[src/rtl/trng_pkg.sv]
// Shared constants and FSM state encoding for the TRNG-to-UART byte scheduler.
package trng_pkg;

  localparam logic [7:0] SYNC_BYTE         = 8'hA5;
  localparam int         HANDSHAKE_TIMEOUT = 4;

  typedef enum logic [1:0] {
    ST_IDLE    = 2'd0,
    ST_SEND    = 2'd1,
    ST_WAIT_HI = 2'd2,
    ST_WAIT_LO = 2'd3
  } sched_state_t;

endpackage

[src/rtl/trng_byte_fifo.sv]
// Synchronous byte FIFO with occupancy count; a push while full is taken only
// when a pop frees a slot in the same cycle.
module trng_byte_fifo
  import trng_pkg::*;
#(
  parameter int DEPTH = 16
) (
  input  logic                   clk,
  input  logic                   rst,
  input  logic                   i_push,
  input  logic                   i_pop,
  input  logic [7:0]             i_data,
  output logic [7:0]             o_head,
  output logic                   o_full,
  output logic                   o_empty,
  output logic [$clog2(DEPTH):0] o_level
);

  localparam int AW = $clog2(DEPTH);

  logic [7:0]    r_mem [DEPTH];
  logic [AW-1:0] r_wr_ptr;
  logic [AW-1:0] r_rd_ptr;
  logic [AW:0]   r_level;
  logic          w_do_push;
  logic          w_do_pop;

  assign o_full    = (r_level == (AW+1)'(DEPTH));
  assign o_empty   = (r_level == '0);
  assign w_do_pop  = i_pop & ~o_empty;
  assign w_do_push = i_push & (~o_full | w_do_pop);
  assign o_head    = r_mem[r_rd_ptr];
  assign o_level   = r_level;

  // Pointers wrap naturally because DEPTH is a power of two
  always_ff @(posedge clk) begin
    if (rst) begin
      r_wr_ptr <= '0;
      r_rd_ptr <= '0;
      r_level  <= '0;
    end else begin
      if (w_do_push) r_wr_ptr <= r_wr_ptr + AW'(1);
      if (w_do_pop)  r_rd_ptr <= r_rd_ptr + AW'(1);
      case ({w_do_push, w_do_pop})
        2'b10:   r_level <= r_level + (AW+1)'(1);
        2'b01:   r_level <= r_level - (AW+1)'(1);
        default: r_level <= r_level;
      endcase
    end
  end

  // Storage array; contents are don't-care until written
  always_ff @(posedge clk) begin
    if (w_do_push) r_mem[r_wr_ptr] <= i_data;
  end

endmodule

[src/rtl/trng_uart_scheduler.sv]
// Packs sampled TRNG bits into bytes, buffers them and feeds a UART one byte at a time.
// Define TRNG_SYNC_HDR_EN to prefix every FRAME_LEN data bytes with a sync header.
module trng_uart_scheduler
  import trng_pkg::*;
#(
  parameter int BIT_DIV    = 8,
  parameter int FIFO_DEPTH = 16,
  parameter int FRAME_LEN  = 64
) (
  input  logic                        clk,
  input  logic                        rst,
  input  logic                        en,
  input  logic                        rnd_bit,
  output logic                        tx_send,
  output logic [7:0]                  tx_data,
  input  logic                        tx_busy,
  output logic [$clog2(FIFO_DEPTH):0] fifo_level,
  output logic                        overflow
);

  localparam logic [7:0] DIV_LAST = 8'(BIT_DIV - 1);
  localparam logic [2:0] TO_LAST  = 3'(HANDSHAKE_TIMEOUT - 1);

  sched_state_t r_state;
  sched_state_t w_next;
  logic [7:0]   r_div;
  logic [7:0]   r_shift;
  logic [2:0]   r_bit_cnt;
  logic [2:0]   r_to_cnt;
  logic         r_push_pend;
  logic         w_sample;
  logic         w_pop;
  logic         w_full;
  logic         w_empty;
  logic         w_need_hdr;
  logic         w_is_hdr;
  logic [7:0]   w_head;

  assign w_sample = en & (r_div == DIV_LAST);

  // Bit sampler and MSB-first packer; en low throws away any partial byte
  always_ff @(posedge clk) begin
    if (rst) begin
      r_div       <= 8'd0;
      r_shift     <= 8'd0;
      r_bit_cnt   <= 3'd0;
      r_push_pend <= 1'b0;
    end else begin
      r_push_pend <= 1'b0;
      if (!en) begin
        r_div     <= 8'd0;
        r_shift   <= 8'd0;
        r_bit_cnt <= 3'd0;
      end else if (w_sample) begin
        r_div       <= 8'd0;
        r_shift     <= {r_shift[6:0], rnd_bit};
        r_bit_cnt   <= r_bit_cnt + 3'd1;
        r_push_pend <= (r_bit_cnt == 3'd7);
      end else begin
        r_div <= r_div + 8'd1;
      end
    end
  end

  trng_byte_fifo #(.DEPTH(FIFO_DEPTH)) u_fifo (
    .clk     (clk),
    .rst     (rst),
    .i_push  (r_push_pend),
    .i_pop   (w_pop),
    .i_data  (r_shift),
    .o_head  (w_head),
    .o_full  (w_full),
    .o_empty (w_empty),
    .o_level (fifo_level)
  );

  // Sticky drop flag, cleared only by reset
  always_ff @(posedge clk) begin
    if (rst) overflow <= 1'b0;
    else if (r_push_pend && w_full && !w_pop) overflow <= 1'b1;
  end

`ifdef TRNG_SYNC_HDR_EN
  logic [15:0] r_frame_left;
  logic        r_is_hdr;

  assign w_need_hdr = (r_frame_left == 16'd0);
  assign w_is_hdr   = r_is_hdr;

  // Data bytes still owed in the current frame; zero means a header goes next
  always_ff @(posedge clk) begin
    if (rst) begin
      r_frame_left <= 16'd0;
      r_is_hdr     <= 1'b0;
    end else begin
      if (r_state == ST_IDLE && w_next == ST_SEND) r_is_hdr <= w_need_hdr;
      if (r_state == ST_SEND) r_frame_left <= r_is_hdr ? 16'(FRAME_LEN) : r_frame_left - 16'd1;
    end
  end
`else
  assign w_need_hdr = 1'b0;
  assign w_is_hdr   = 1'b0;
  if (FRAME_LEN < 1) begin : g_frame_len_unused
  end
`endif

  // State register; strobe and byte are loaded as SEND is entered
  always_ff @(posedge clk) begin
    if (rst) begin
      r_state  <= ST_IDLE;
      r_to_cnt <= 3'd0;
      tx_send  <= 1'b0;
      tx_data  <= 8'h00;
    end else begin
      r_state  <= w_next;
      tx_send  <= (w_next == ST_SEND);
      r_to_cnt <= (r_state == ST_WAIT_HI) ? r_to_cnt + 3'd1 : 3'd0;
      if (r_state == ST_IDLE && w_next == ST_SEND) tx_data <= w_need_hdr ? SYNC_BYTE : w_head;
    end
  end

  // Next-state logic for the one-byte-in-flight handshake
  always_comb begin
    w_next = r_state;
    case (r_state)
      ST_IDLE:    if (!w_empty && !tx_busy) w_next = ST_SEND; else w_next = ST_IDLE;
      ST_SEND:    w_next = ST_WAIT_HI;
      ST_WAIT_HI: if (tx_busy) w_next = ST_WAIT_LO;
                  else if (r_to_cnt == TO_LAST) w_next = ST_IDLE;
                  else w_next = ST_WAIT_HI;
      ST_WAIT_LO: if (!tx_busy) w_next = ST_IDLE; else w_next = ST_WAIT_LO;
      default:    w_next = ST_IDLE;
    endcase
  end

  // Headers are generated here, so only data sends consume a FIFO entry
  always_comb begin
    w_pop = 1'b0;
    if (r_state == ST_SEND && !w_is_hdr) w_pop = 1'b1;
    else w_pop = 1'b0;
  end

endmodule
[config.mk]
export PLATFORM = sky130hd
export DESIGN_NAME = trng_uart_scheduler
export DESIGN_NICKNAME = d
export VERILOG_FILES = /design/src/rtl/trng_pkg.sv /design/src/rtl/trng_byte_fifo.sv /design/src/rtl/trng_uart_scheduler.sv
export SDC_FILE = /design/constraint.sdc
export NUM_CORES = 1
export LEC_CHECK = 0
export ABC_CLOCK_PERIOD_IN_PS = 7800
export CAP_MARGIN = 20
export CORE_UTILIZATION = 44
export CTS_CLUSTER_DIAMETER = 200
export DETAILED_ROUTE_END_ITERATION = 12
export SYNTH_ARGS = -nofsm -noshare
export SYNTH_HDL_FRONTEND = slang
export SYNTH_SLANG_ARGS = --single-unit
[constraint.sdc]
create_clock -name clk -period 7.8 [get_ports clk]
set_input_delay 1.95 -clock clk [delete_from_list [all_inputs] [get_ports clk]]
set_output_delay 1.95 -clock clk [all_outputs]
set_load 0.01 [all_outputs]
## Word level (Yosys, flattened, before mapping)

Memories as Yosys holds them, arrays and structs flattened. A register that Yosys moved wholly into a read port is not among the register bits.
Cells that the tools add are included.

- Register bits after elaboration: 40
- Memory bits (writable): 128
- Bits of input ports: 5
- Output and inout port bits: 15
- Logic and storage cells: 61
- Memories: 1

Memories:

| name | depth | width | read ports | clocked after Yosys merged registers in | write ports | RTL line | RTL |
|---|---|---|---|---|---|---|---|
| u_fifo.r_mem | 16 | 8 | 1 | 1 | 1 | trng_byte_fifo.sv:21 | `logic [7:0] r_mem [DEPTH];` |

- Add/subtract/negate cells: 7
- Eq/ne operators: 10
- Multiplexer cells: 9
- Bitwise operators: 9
- Reductions and logical operators: 14

Operators with widths:

| cell | number |
|---|---|
| one-hot mux 5 bit (2 select lines) | 1 |
| adder 4 x 1 -> 4 bit, second input constant | 2 |
| adder 8 x 1 -> 8 bit, second input constant | 1 |
| == test 8 x 3 -> 1 bit, second input constant | 1 |
| one-hot mux 2 bit (4 select lines) | 1 |
| adder 3 x 1 -> 3 bit, second input constant | 2 |
| == test 2 x 1 -> 1 bit, second input constant | 3 |
| == test 2 bit, second input constant | 3 |
| two-way mux 2 bit | 3 |
| OR reduction 3 bit | 2 |
| adder 5 x 1 -> 5 bit, second input constant | 1 |
| == test 5 bit, second input constant | 1 |
| logical NOT 5 bit | 1 |
| NOT 1 bit | 5 |
| subtractor 5 x 1 -> 5 bit, second input constant | 1 |
| logical AND 1 bit | 4 |
| two-way mux 1 bit | 4 |
| OR reduction 2 bit | 2 |
| AND 1 bit | 3 |
| == test 3 x 2 -> 1 bit, second input constant | 1 |
| == test 3 bit, second input constant | 1 |
| logical NOT 1 bit | 3 |
| logical NOT 2 bit | 1 |
| nonzero test 2 bit | 1 |
| OR 1 bit | 1 |

## Logic depth before layout (Yosys ltp)

- Depth in word-level cells: 7
- Gate-level depth with buffers: 13
- Mapped depth without buffers: 10

## Modules after synthesis

Synthesis repeated with hierarchy kept, for this count alone.

- Cell total of the unflattened synthesis: 477
- Area total of the unflattened synthesis: 7196.9 um^2

Modules (own cells, without submodules):

| module | instances | cells an instance | area an instance (um^2) | seq. area each (um^2) |
|---|---|---|---|---|
| trng_byte_fifo | 1 | 322 | 5854.4 | 4184.0 |
| trng_uart_scheduler | 1 | 155 | 1342.5 | 700.7 |

## Least setup slack after synthesis

OpenSTA, ideal clock, no wires.

- Path type: input port to flip-flop
- From: input port tx_busy
- To: register tx_data[2] (read register of u_fifo.r_mem)
- Setup time: 0.083 ns
- Arrival: 2.880 ns
- Data required time: 7.717 ns
- Path slack: 4.838 ns
- Cell stages on the path: 5
- Path buffers: 1
- Cells stage by stage: nor3_1 o21ai_1 or3b_2 buf_2 o221ai_1

- Word-level cells in the longest chain between the ends: 6
- Elaborated cells on any way between the ends: 8
- Those cells by class: 1 x eq/ne; 4 x mux; 3 x reduce/logical

RTL lines:

| element | RTL line | RTL |
|---|---|---|
| start: declaration | trng_uart_scheduler.sv:16 | `input logic tx_busy,` |
| logical NOT 1 bit | - |  |
| logical AND 1 bit | trng_uart_scheduler.sv:126 | `ST_IDLE: if (!w_empty && !tx_busy) w_next = ST_SEND; else w_next = ST_IDLE;` |
| two-way mux 1 bit | trng_uart_scheduler.sv:126 |  |
| one-hot mux 2 bit (4 select lines) (*) | trng_uart_scheduler.sv:125 | `case (r_state)` |
| == test 2 x 1 -> 1 bit (*) | trng_uart_scheduler.sv:118 | `if (r_state == ST_IDLE && w_next == ST_SEND) tx_data <= w_need_hdr ? SYNC_BYTE : w_head;` |
| logical AND 1 bit (*) | trng_uart_scheduler.sv:118 |  |
| end: declaration | trng_uart_scheduler.sv:15 | `output logic [7:0] tx_data,` |

Mark *: on every way between the ends. The rest lies on a longest branch, timed or not.
A chain may end at the register's enable or synchronous reset.

## Worst setup path after layout

- From: register u_fifo.r_level[2], in the netlist u_fifo.o_level[2]
- To: output port fifo_level[2]

RTL lines:

| element | RTL line | RTL |
|---|---|---|
| start: declaration | trng_byte_fifo.sv:24 | `logic [AW:0] r_level;` |
| start signal: assignment | trng_byte_fifo.sv:45 | `2'b10: r_level <= r_level + (AW+1)'(1);` |
| start signal: assignment | trng_byte_fifo.sv:46 | `2'b01: r_level <= r_level - (AW+1)'(1);` |
| start signal: assignment | trng_byte_fifo.sv:47 | `default: r_level <= r_level;` |
| end: declaration | trng_uart_scheduler.sv:17 | `output logic [$clog2(FIFO_DEPTH):0] fifo_level,` |

No word-level cell between the ends.

==> reports/qor.txt <==
NumNets Final -> 479
Die X -> 129 microns
leading area contributor after synthesis -> edfxtp_1
crit path buf inv count -> 1
GP Congestion -> 0.747
vias in the first global route -> 3680
antenna violations before repair -> 0
Cell variety after synth -> 47
ys async rst share -> 0
Tcrit/Tclk final -> 0.444
setup_tns -> 0 ns
postcts setup bufs -> 0
Via density -> 5.38
final WL -> 13300 microns
Post-Place Setup Slack -> 3.97 ns
Core Box Area -> 15400 sq um
Setup CP Type -> reg2out
Placement Cell Area -> 7480 sq um
metal3 WL -> 578 microns
Met2 Wirelength -> 6750 microns
H-Tree Depth -> 4
initial drt markers -> 273
max_cap viols -> 0
clock buffer depth -> 2
CTS clk-pin slew, worst paths -> 0.06 ns
top post-synthesis cells by count -> 128 x edfxtp_1, 48 x dfxtp_1, 46 x nor2_1
setup slack after layout -> 4.34 ns
total power -> 0.00182 W
area delta synth->final -> 13.4%
cell breakdown of the critical path -> clkdlybuf4s50_1
Compound-Gate Fraction of Synth Area -> 0.0416
M1 wire length -> 5890 microns
crit start category -> register
post_cts resized -> 0
largest family of logic cells by synthesized area -> multiplexers
Fill cells -> 1271
slowest CP cell -> clkdlybuf4s50_1
ratio of cells with drive above 1 in the final layout -> 0.161
antenna fix cells -> 0
num ports -> 20
Setup Viol. Count Final -> 0
Post-Synth XOR/XNOR Area -> 0.0174
clk_lat worst skew -> 0.41 ns
DRC -> 0
FF+latch count, synth -> 176
Post-Syn Area -> 7070 sq um
RSZ-0062 raised after global routing -> false
Die H -> 129 microns
Mapped Avg Cell Area -> 16.1 sq um
total grt overflow -> 0
Post-Syn Nets -> 458
Total Die Area -> 16600 sq um
time the worst path needs with I/O delays and setup -> 3.46 ns
detailed-router iteration count before antenna repair -> 4
Synth top area share -> 0.544
final-report hold violation count -> 0
wire per inst -> 19.4 microns
Root Buffer -> clkbuf_16
detailed placer's ending HPWL -> 8320 microns
peak supply drop -> 0.164 mV
Post-Synth Simple-Gate Area -> 0.0723
CTS Sinks -> 176
max-slew violations -> 0
ranking of synthesized cells by area -> edfxtp_1 54%, dfxtp_1 14%, mux4_2 10%, mux2i_1 4.0%, ha_1 2.5%
Post-synth EDFFs -> 128
register area share after synthesis -> 0.680
Initial Util -> 0.458
row cnt -> 45
DR top layer -> met4
Final Non-Filler Cells -> 683
worst clock skew -> 0.00930 ns
Min-Delay Path Class -> reg2reg
Max Clk Rate -> 289 MHz
CTS tree -> yes
first-pass GRT wire length -> 20600 microns
GRT Util Overall -> 0.176
Synth Area in Adders -> 0.0248
Syn Inst Count -> 439
top_reg_cell synth -> edfxtp_1
endpoint class of the critical path -> primary output
area of the multi-input gates -> 2100 sq um
design area -> 8010 sq um
Leak -> 2.46 nW
Post-DRT Antenna Nets -> 0
crit path DAT -> 1.51 ns
CP required -> 5.85 ns
Port-buffer cells -> 19
dpl cells -> 652
CTS buffer count -> 17
top-count cell post-synth -> edfxtp_1
critical path fanouts, max -> 10
Max stage delay on crit path -> 0.60 ns
status -> finished clean
Worst Max-Slew Pin Slew -> 0.943 ns
yosys warns -> 0
register area -> 4810 sq um
Max transition margin -> 0.369
mux cell area share after synthesis -> 0.142
largest net degree at the start of global routing -> 35
CP delay by family, top -> buffers and inverters
CTS Hold Buffers Added -> 0
via count -> 3675
pwr dens -> 227 nW/um^2
==> sequential cells by signal (all words and copies together), names as in the netlist <==
signal           count
r_push_pend          1
r_to_cnt             3
u_fifo.r_mem       128
r_state              2
r_shift              8
tx_send              1
tx_data              8
overflow             1
u_fifo.r_wr_ptr      4
u_fifo.r_rd_ptr      4
r_bit_cnt            3
r_div                8
u_fifo.o_level       5
==> power breakdown <==
part / leakage [nW] / switching, W / internal [W] / total, W
Clock: 0.247 / 0.000330 / 0.000432 / 0.000763
Sequential: 1.42 / 0.00000903 / 0.000999 / 0.00101
Combinational: 0.788 / 0.0000266 / 0.0000255 / 0.0000521
Total: 2.46 / 0.000366 / 0.00146 / 0.00182
==> worst paths after layout <==
check,startpoint,endpoint,slack [ns],cells after the start
setup / recovery,u_fifo.o_level[2],fifo_level[2],4.34,1
hold reg to reg,r_to_cnt[0],r_to_cnt[0],0.42,1
setup reg to reg,u_fifo.o_level[1],u_fifo.o_level[4],4.63,9
hold / removal,r_to_cnt[0],r_to_cnt[0],0.42,1
==> per-layer routing <==
layer	GRT usage	vias up
li1	-	1724
met1	0.229	1880
met3	0.0337	2
met4	0.0664	0
met2	0.294	69
met5	0	-
==> final cells by class <==
class                           instances  share of cell area
Clock buffer                           19              0.0540
Sequential cell                       176               0.600
Tap cell                              211              0.0330
Timing Repair Buffer                   27              0.0337
Inverter                                9             0.00484
Multi-Input combinational cell        229               0.263
Clock inverter                         12              0.0120
==> kinds of logic (layout without fill, tap and decap cells) <==
family / after synthesis / count (layout)
AOI/OAI and AO/OA: 37 / 37
xor gates and xnor gates: 14 / 14
adders and majority gates: 14 / 14
buffers and inverters: 34 / 67
DFF: 176 / 176
muxes: 60 / 60
and+or+nand+nor: 104 / 104
==> placed cells by master (no fill, tap or decap), drive strengths merged, types with 9 or more instances in the layout <==
| master | instances |
|---|---|
| a21oi | 10 |
| o221ai | 9 |
| edfxtp | 128 |
| ha | 14 |
| nor2 | 46 |
| mux2i | 28 |
| xor2 | 11 |
| dfxtp | 48 |
| nand2 | 12 |
| clkdlybuf4s50 | 19 |
| clkbuf | 19 |
| mux4 | 32 |
==> per-stage QoR <==
stage	util	hold WS, ns
CTS	0.519	0.425
global placement	0.483	0.406
floorplan	-	0.398
global route	0.519	0.439
finish	0.519	0.419
detailed placement	0.485	0.416
No activity file was read; power rests on OpenSTA's default activity.
